### src/rtl/sipo_ctrl_pkg.sv
// +--------------------------------------------------------------------+
// | sipo_ctrl_pkg : shared FSM states and defaults for the SIPO ctrl   |
// | Rev 1.0                                                            |
// +--------------------------------------------------------------------+
`default_nettype none

package sipo_ctrl_pkg;

  typedef enum logic [1:0] {
    S_IDLE  = 2'd0,
    S_SHIFT = 2'd1,
    S_STOP  = 2'd2
  } state_t;

  localparam int DEF_WIDTH = 8;

endpackage

`default_nettype wire

### src/rtl/shift_reg_sipo.sv
// +--------------------------------------------------------------------+
// | shift_reg_sipo : serial-in/parallel-out register, first bit -> MSB |
// | Rev 1.0                                                            |
// +--------------------------------------------------------------------+
`default_nettype none

module shift_reg_sipo
  import sipo_ctrl_pkg::*;
#(
  parameter int WIDTH = DEF_WIDTH
) (
  input  logic             clk,
  input  logic             rst,
  input  logic             i_en,
  input  logic             i_ser,
  output logic [WIDTH-1:0] o_po
);

  logic [WIDTH-1:0] r_po;

  always_ff @(posedge clk) begin
    if (rst) begin
      r_po <= '0;
    end else if (i_en) begin
      r_po <= {r_po[WIDTH-2:0], i_ser};
    end
  end

  assign o_po = r_po;

endmodule

`default_nettype wire

### src/rtl/sipo_frame_ctrl.sv
// +--------------------------------------------------------------------+
// | sipo_frame_ctrl : start/stop framing, SIPO enable, valid/ready hold|
// | Rev 1.0                                                            |
// +--------------------------------------------------------------------+
`default_nettype none

module sipo_frame_ctrl
  import sipo_ctrl_pkg::*;
#(
  parameter int WIDTH = DEF_WIDTH
) (
  input  logic             clk,
  input  logic             rst,
  input  logic             i_ser_in,
  input  logic             i_frame_en,
  output logic             o_shift_en,
  output logic             o_busy,
  output logic [WIDTH-1:0] o_data_out,
  output logic             o_data_valid,
  input  logic             i_data_ready,
  output logic             o_frame_err,
  output logic             o_overrun
);

  localparam int              CNT_W      = $clog2(WIDTH);
  localparam logic [CNT_W-1:0] C_CNT_LAST = CNT_W'(WIDTH - 1);

  state_t           r_state;
  state_t           w_next;
  logic [CNT_W-1:0] r_cnt;
  logic             w_shift_en;
  logic [WIDTH-1:0] w_po;
  logic [WIDTH-1:0] r_data;
  logic             r_valid;
  logic             r_busy;
  logic             r_frame_err;
  logic             r_overrun;
  logic             w_consume;

  shift_reg_sipo #(
    .WIDTH (WIDTH)
  ) u_shift (
    .clk   (clk),
    .rst   (rst),
    .i_en  (w_shift_en),
    .i_ser (i_ser_in),
    .o_po  (w_po)
  );

  assign w_consume = r_valid & i_data_ready;

  always_comb begin
    w_next     = r_state;
    w_shift_en = 1'b0;
    unique case (r_state)
      S_IDLE: begin
        if (i_frame_en && !i_ser_in) begin
          w_next = S_SHIFT;
        end
      end
      S_SHIFT: begin
        w_shift_en = 1'b1;
        if (r_cnt == C_CNT_LAST) begin
          w_next = S_STOP;
        end
      end
      S_STOP: begin
        w_next = S_IDLE;
      end
      default: begin
        w_next = S_IDLE;
      end
    endcase
  end

  always_ff @(posedge clk) begin
    if (rst) begin
      r_state     <= S_IDLE;
      r_cnt       <= '0;
      r_data      <= '0;
      r_valid     <= 1'b0;
      r_busy      <= 1'b0;
      r_frame_err <= 1'b0;
      r_overrun   <= 1'b0;
    end else begin
      r_state     <= w_next;
      r_busy      <= (w_next != S_IDLE);
      r_frame_err <= 1'b0;
      r_overrun   <= 1'b0;

      if (r_state == S_SHIFT) begin
        r_cnt <= r_cnt + 1'b1;
      end else begin
        r_cnt <= '0;
      end

      if (w_consume) begin
        r_valid <= 1'b0;
      end

      // A consumer draining the holder on the stop edge frees it for the new word.
      if (r_state == S_STOP) begin
        if (i_ser_in) begin
          if (!r_valid || w_consume) begin
            r_data  <= w_po;
            r_valid <= 1'b1;
          end else begin
            r_overrun <= 1'b1;
          end
        end else begin
          r_frame_err <= 1'b1;
        end
      end
    end
  end

  assign o_shift_en   = w_shift_en;
  assign o_busy       = r_busy;
  assign o_data_out   = r_data;
  assign o_data_valid = r_valid;
  assign o_frame_err  = r_frame_err;
  assign o_overrun    = r_overrun;

endmodule

`default_nettype wire
### config.mk
export PLATFORM = sky130hd
export DESIGN_NAME = sipo_frame_ctrl
export DESIGN_NICKNAME = d
export VERILOG_FILES = /design/src/rtl/sipo_ctrl_pkg.sv /design/src/rtl/shift_reg_sipo.sv /design/src/rtl/sipo_frame_ctrl.sv
export SDC_FILE = /design/constraint.sdc
export NUM_CORES = 1
export LEC_CHECK = 0
export BUFFER_PORTS_ARGS = -buffer_cell sky130_fd_sc_hd__buf_4
export CORE_UTILIZATION = 53
export DETAILED_ROUTE_END_ITERATION = 10
export PLACE_DENSITY_LB_ADDON = 0.05
export SLEW_MARGIN = 20
export SYNTH_ARGS = -nofsm -noshare
export SYNTH_HDL_FRONTEND = slang
export SYNTH_SLANG_ARGS = --single-unit
export TNS_END_PERCENT = 50
### constraint.sdc
create_clock -name clk -period 2.6 [get_ports clk]
set_input_delay 0.52 -clock clk [delete_from_list [all_inputs] [get_ports clk]]
set_output_delay 0.52 -clock clk [all_outputs]
set_load 0.005 [all_outputs]
=== Word-level counts from Yosys, hierarchy flattened ===
Index checks and enable logic that the tools add are counted.

* $add $sub $neg: 1
* Equality and inequality tests: 3
* Multiplexer cells: 10
* Bitwise logic cells: 4
* Reduce and logical (&&, ||, !) cells: 10

{| class="wikitable"
|+ Operators by type and width
! operator !! number
|-
| 2-to-1 mux 1 bit || 7
|-
| 2-to-1 mux 2 bit || 2
|-
| one-hot mux 2 bit (2 select lines) || 1
|-
| OR reduction 2 bit || 2
|-
| adder 3 x 1 -> 3 bit (second input constant) || 1
|-
| equality test 3 bit (second input constant) || 1
|-
| inverter 1 bit || 3
|-
| AND reduction 3 bit || 1
|-
| OR reduction 3 bit || 1
|-
| equality test 2 x 1 -> 1 bit (second input constant) || 1
|-
| equality test 2 bit (second input constant) || 1
|-
| logical NOT 1 bit || 2
|-
| logical NOT 2 bit || 1
|-
| nonzero test 2 bit || 1
|-
| bitwise AND 1 bit || 1
|-
| logical AND 1 bit || 1
|-
| logical OR 1 bit || 1
|}

* Bits in registers: 25
* Input port bits: 5
* Output and inout bits: 13
* Logic and storage cells: 36

=== Depth between registers and ports, before layout ===
* Word-level depth: 5
* Mapped depth: 5
* Mapped depth without buffers: 5

=== By module ===
From an unflattened synthesis, not the netlist that was laid out.

* Cells, all modules: 93
* Area total of the unflattened synthesis: 1,023.5 um^2

{| class="wikitable"
|+ Modules (own cells, without submodules)
! module !! instances !! cells an instance !! area an instance (um^2) !! seq. area each (um^2)
|-
| sipo_frame_ctrl || 1 || 67 || 738.2 || 340.3
|-
| shift_reg_sipo || 1 || 26 || 285.3 || 160.2
|}

=== Least setup slack after synthesis ===
No wires, ideal clock.

* Path kind: input to register
* Start: input i_data_ready
* End: register r_data[0] (netlist: o_data_out[0])
* Library setup time: 120 ps
* Arrival: 1,064 ps
* Data required time: 2,480 ps
* Slack: 1,416 ps
* Stages: 4
* Path buffers: 1
* Path through: nand2b_1 -> nor2b_1 -> buf_4 -> mux2i_1

* Longest elaborated chain between the ends: 3

{| class="wikitable"
|+ Ends and longest elaborated chain
! item !! line !! source
|-
| start: declaration || sipo_frame_ctrl.sv:20 || <nowiki>input logic i_data_ready,</nowiki>
|-
| bitwise AND 1 bit || sipo_frame_ctrl.sv:50 || <nowiki>assign w_consume = r_valid & i_data_ready;</nowiki>
|-
| logical OR 1 bit || sipo_frame_ctrl.sv:104 || <nowiki>if (!r_valid || w_consume) begin</nowiki>
|-
| AND reduction 3 bit (no source line) || n/a ||
|-
| end signal: assignment || sipo_frame_ctrl.sv:105 || <nowiki>r_data <= w_po;</nowiki>
|-
| end: declaration || sipo_frame_ctrl.sv:33 || <nowiki>logic [WIDTH-1:0] r_data;</nowiki>
|}

No other way between the ends.
A chain may end at the register's enable or synchronous reset.

=== Worst setup path after layout ===
* Start: register r_state[1]
* End: output o_shift_en

* Longest elaborated chain between the ends: 2

{| class="wikitable"
|+ Ends and longest elaborated chain
! item !! line !! source
|-
| start: declaration || sipo_frame_ctrl.sv:28 || <nowiki>state_t r_state;</nowiki>
|-
| start signal: assignment || sipo_frame_ctrl.sv:86 || <nowiki>r_state <= w_next;</nowiki>
|-
| equality test 2 x 1 -> 1 bit || sipo_frame_ctrl.sv:55 || <nowiki>unique case (r_state)</nowiki>
|-
| 2-to-1 mux 1 bit || sipo_frame_ctrl.sv:55 ||
|-
| end: declaration || sipo_frame_ctrl.sv:16 || <nowiki>output logic o_shift_en,</nowiki>
|}

No other way between the ends.

==> reports/metrics.yaml <==
run_status:
  outcome: "completed"
critical_path:
  cp.required_ps: 2080
  r2r_start: "r_state[0]$_SDFF_PP0_"
  timing.rr.end: "o_data_out[6]$_SDFFE_PP0P_"
  reg2reg_depth: 3
  crit_end: "o_shift_en"
  path_max_fanout: 12
  setup.worst_path.start: "r_state[1]$_SDFF_PP0_"
  startpoint_type: "flop"
  path_class: "flop to output pin"
  crit_path_end_kind: "output pin"
  r2r_setup_slack_ps: 940
  cp.arrival_ps: 1500
timing:
  tns_ps: 0
  worst_pin_slew_ps: 906
  fin_skew_ps: 6.55
  finalSetupViolCount: 0
  finalHoldViolCount: 0
  rsz0062_at_grt: "no"
  relSlewSlack_pct: 39.5
  fmax_mhz: 496
  finalCritPeriodShare_pct: 77.6
  slew_viol_final: 0
  post-route-min-period_ps: 2020
detailed_routing:
  vias_per_cell: 4.94
  drtPass1Iterations: 6
  wl_per_cell_um: 10.5
  drt_iter0_drc: 10
  via_count: 642
  drc: 0
  routed_wl_um: 1370
  ant_nets: 0
clocking:
  cts_buffer_depth: 2
  cts_resized: 0
  cts_buffers: 3
  ctsRootBufferMaster: "clkbuf_4"
  post_cts_buffers: 0
  clkTransAtPathRegs_ps: 120
  cts_hold_buffers: 0
  cts-htree-levels: 1
  cts_tree: "built"
  clk_latency_ps: 300
  cts.sinks: 25
cells_and_area:
  area_growth_pct: 15.8
  fin_nets: 122
  final_core_util_pct: 68.8
  layout_commonest_cell: "dfxtp_1"
  n_antenna_cell: 0
  drive_gt1_share_pct: 18.4
  multi_input_area_um2: 407
  final_cell_mix: "dfxtp_1, nand2b_1, nand2_1, buf_4, a21oi_1"
  fill_cells: 137
  final_cells: 130
  regArea_um2: 500
run:
  maxCapViolCount: 0
logic_synthesis:
  synth_compound_area_share_pct: 6.14
  synth.distinct_cells: 17
  synth_top_family_by_area: "simple AND/OR/NAND/NOR gates"
  synthesis.area_um2: 937
  avgSynthCellArea_um2: 9.56
  synth_simple_gate_area_share_pct: 26.0
  yosysSeqAreaShare_pct: 53.4
  yosys_warnings: 0
  synth_xor_area_share_pct: 0
  synth_top_area_cell: "dfxtp_1"
  synthAdderAreaFrac_pct: 2.67
  synth.area.top_cells: "dfxtp_1, nand2b_1, mux2i_1"
  syn_inst: 98
  synth_seq_cells: 25
  synth-async-reset-ratio_pct: 0
  synth_top_area_share_pct: 53.4
  synth_edf_count: 0
  syn_nets: 105
  ys.flop_type: "dfxtp_1"
  synth_mux_area_share_pct: 8.54
global_route:
  antenna_found_initial: 0
  grt_max_degree: 34
  track_usage_pct: 16.2
  grt_overflow: 0
  grt_pass1_wl_um: 2330
  grt_pass1_vias: 546
pwr:
  p_leak_uw: 0.000405
  power.total_uw: 582
  power_density_mw_per_mm2: 537
  peakVddDrop_mv: 0.343
hold_path:
  min_path_type: "input port to flop"
floorplanning:
  core_mm2: 0.00158
  boundaryPins: 18
  die_x_um: 44.1
  die_h_um: 44.1
  row_count: 14
  die_area_mm2: 0.00194
  initial_core_util_pct: 59.4
placed_design:
  dp_cells: 126
  port_buffers: 17
  dp_hpwl_um: 926
  place.gp.congestion: 0.690
==> registers in the layout (all words and copies together) (netlist names) <==
register	flops
u_shift.o_po	8
r_cnt	3
o_overrun	1
r_state	2
o_busy	1
o_data_valid	1
o_data_out	8
o_frame_err	1
==> report_power, final <==
group          internal [uW]  leakage, uW  switching, uW  total [uW]
Clock                   59.8    0.0000150            101         161
Combinational           14.2     0.000189           17.4        31.6
Sequential               387     0.000202           2.82         390
Total                    461     0.000405            121         582
==> routing by layer <==
layer,global-route usage (%),vias to the layer above,wire [um]
met2,26.2,12,639
met4,7.27,0,8
li1,-,354,-
met1,20.7,274,669
met3,3.67,2,53
met5,0,-,0
==> critical path, cell delays in order, from the launching register on <==
cell and delay (ps):
dfxtp_1 420, nand2b_1 420, inv_2 180, buf_4 180
==> worst min-delay path by stage <==
stage | start | end | slack (ps) | cells past startpoint
after floorplan | r_cnt[0]$_SDFF_PP0_ | r_cnt[0]$_SDFF_PP0_ | 400 | 1
after global placement | r_cnt[0]$_SDFF_PP0_ | r_cnt[0]$_SDFF_PP0_ | 410 | 1
after detailed placement | r_cnt[0]$_SDFF_PP0_ | r_cnt[0]$_SDFF_PP0_ | 430 | 1
after CTS | i_ser_in | o_frame_err$_SDFF_PP0_ | 380 | 2
after global routing | i_ser_in | o_frame_err$_SDFF_PP0_ | 380 | 2
final | i_ser_in | o_frame_err$_SDFF_PP0_ | 390 | 2
==> logic make-up after synthesis <==
family                     Yosys count
adders and majority gates            2
and+or+nand+nor                     46
buffers and inverters                6
AOI/OAI and AO/OA                   11
DFF                                 25
muxes                                8
==> area by class of cell <==
type | instances | area share (%)
Tap cell | 16 | 1.85
Multi-Input combinational cell | 67 | 37.5
Clock buffer | 4 | 2.42
Inverter | 1 | 0.346
Sequential cell | 25 | 46.1
Timing Repair Buffer | 17 | 11.8
==> through the flow <==
stage	setup WS (ps)	hold WS [ps]	cell area, um^2
4_1_cts	563	376	1080
3_3_place_gp	811	413	1060
5_1_grt	420	385	1080
6_report	583	393	1080
3_5_place_dp	709	433	1060
2_1_floorplan	1420	404	937
==> cells in the mapped netlist (2+ instances only) <==
cell type	count
a21oi_1	10
ha_1	2
mux2i_1	8
nor3b_1	2
nand2_1	17
buf_2	3
nand2b_1	18
nor3_1	4
nor2b_1	2
dfxtp_1	25
No activity file was read; power rests on OpenSTA's default activity.
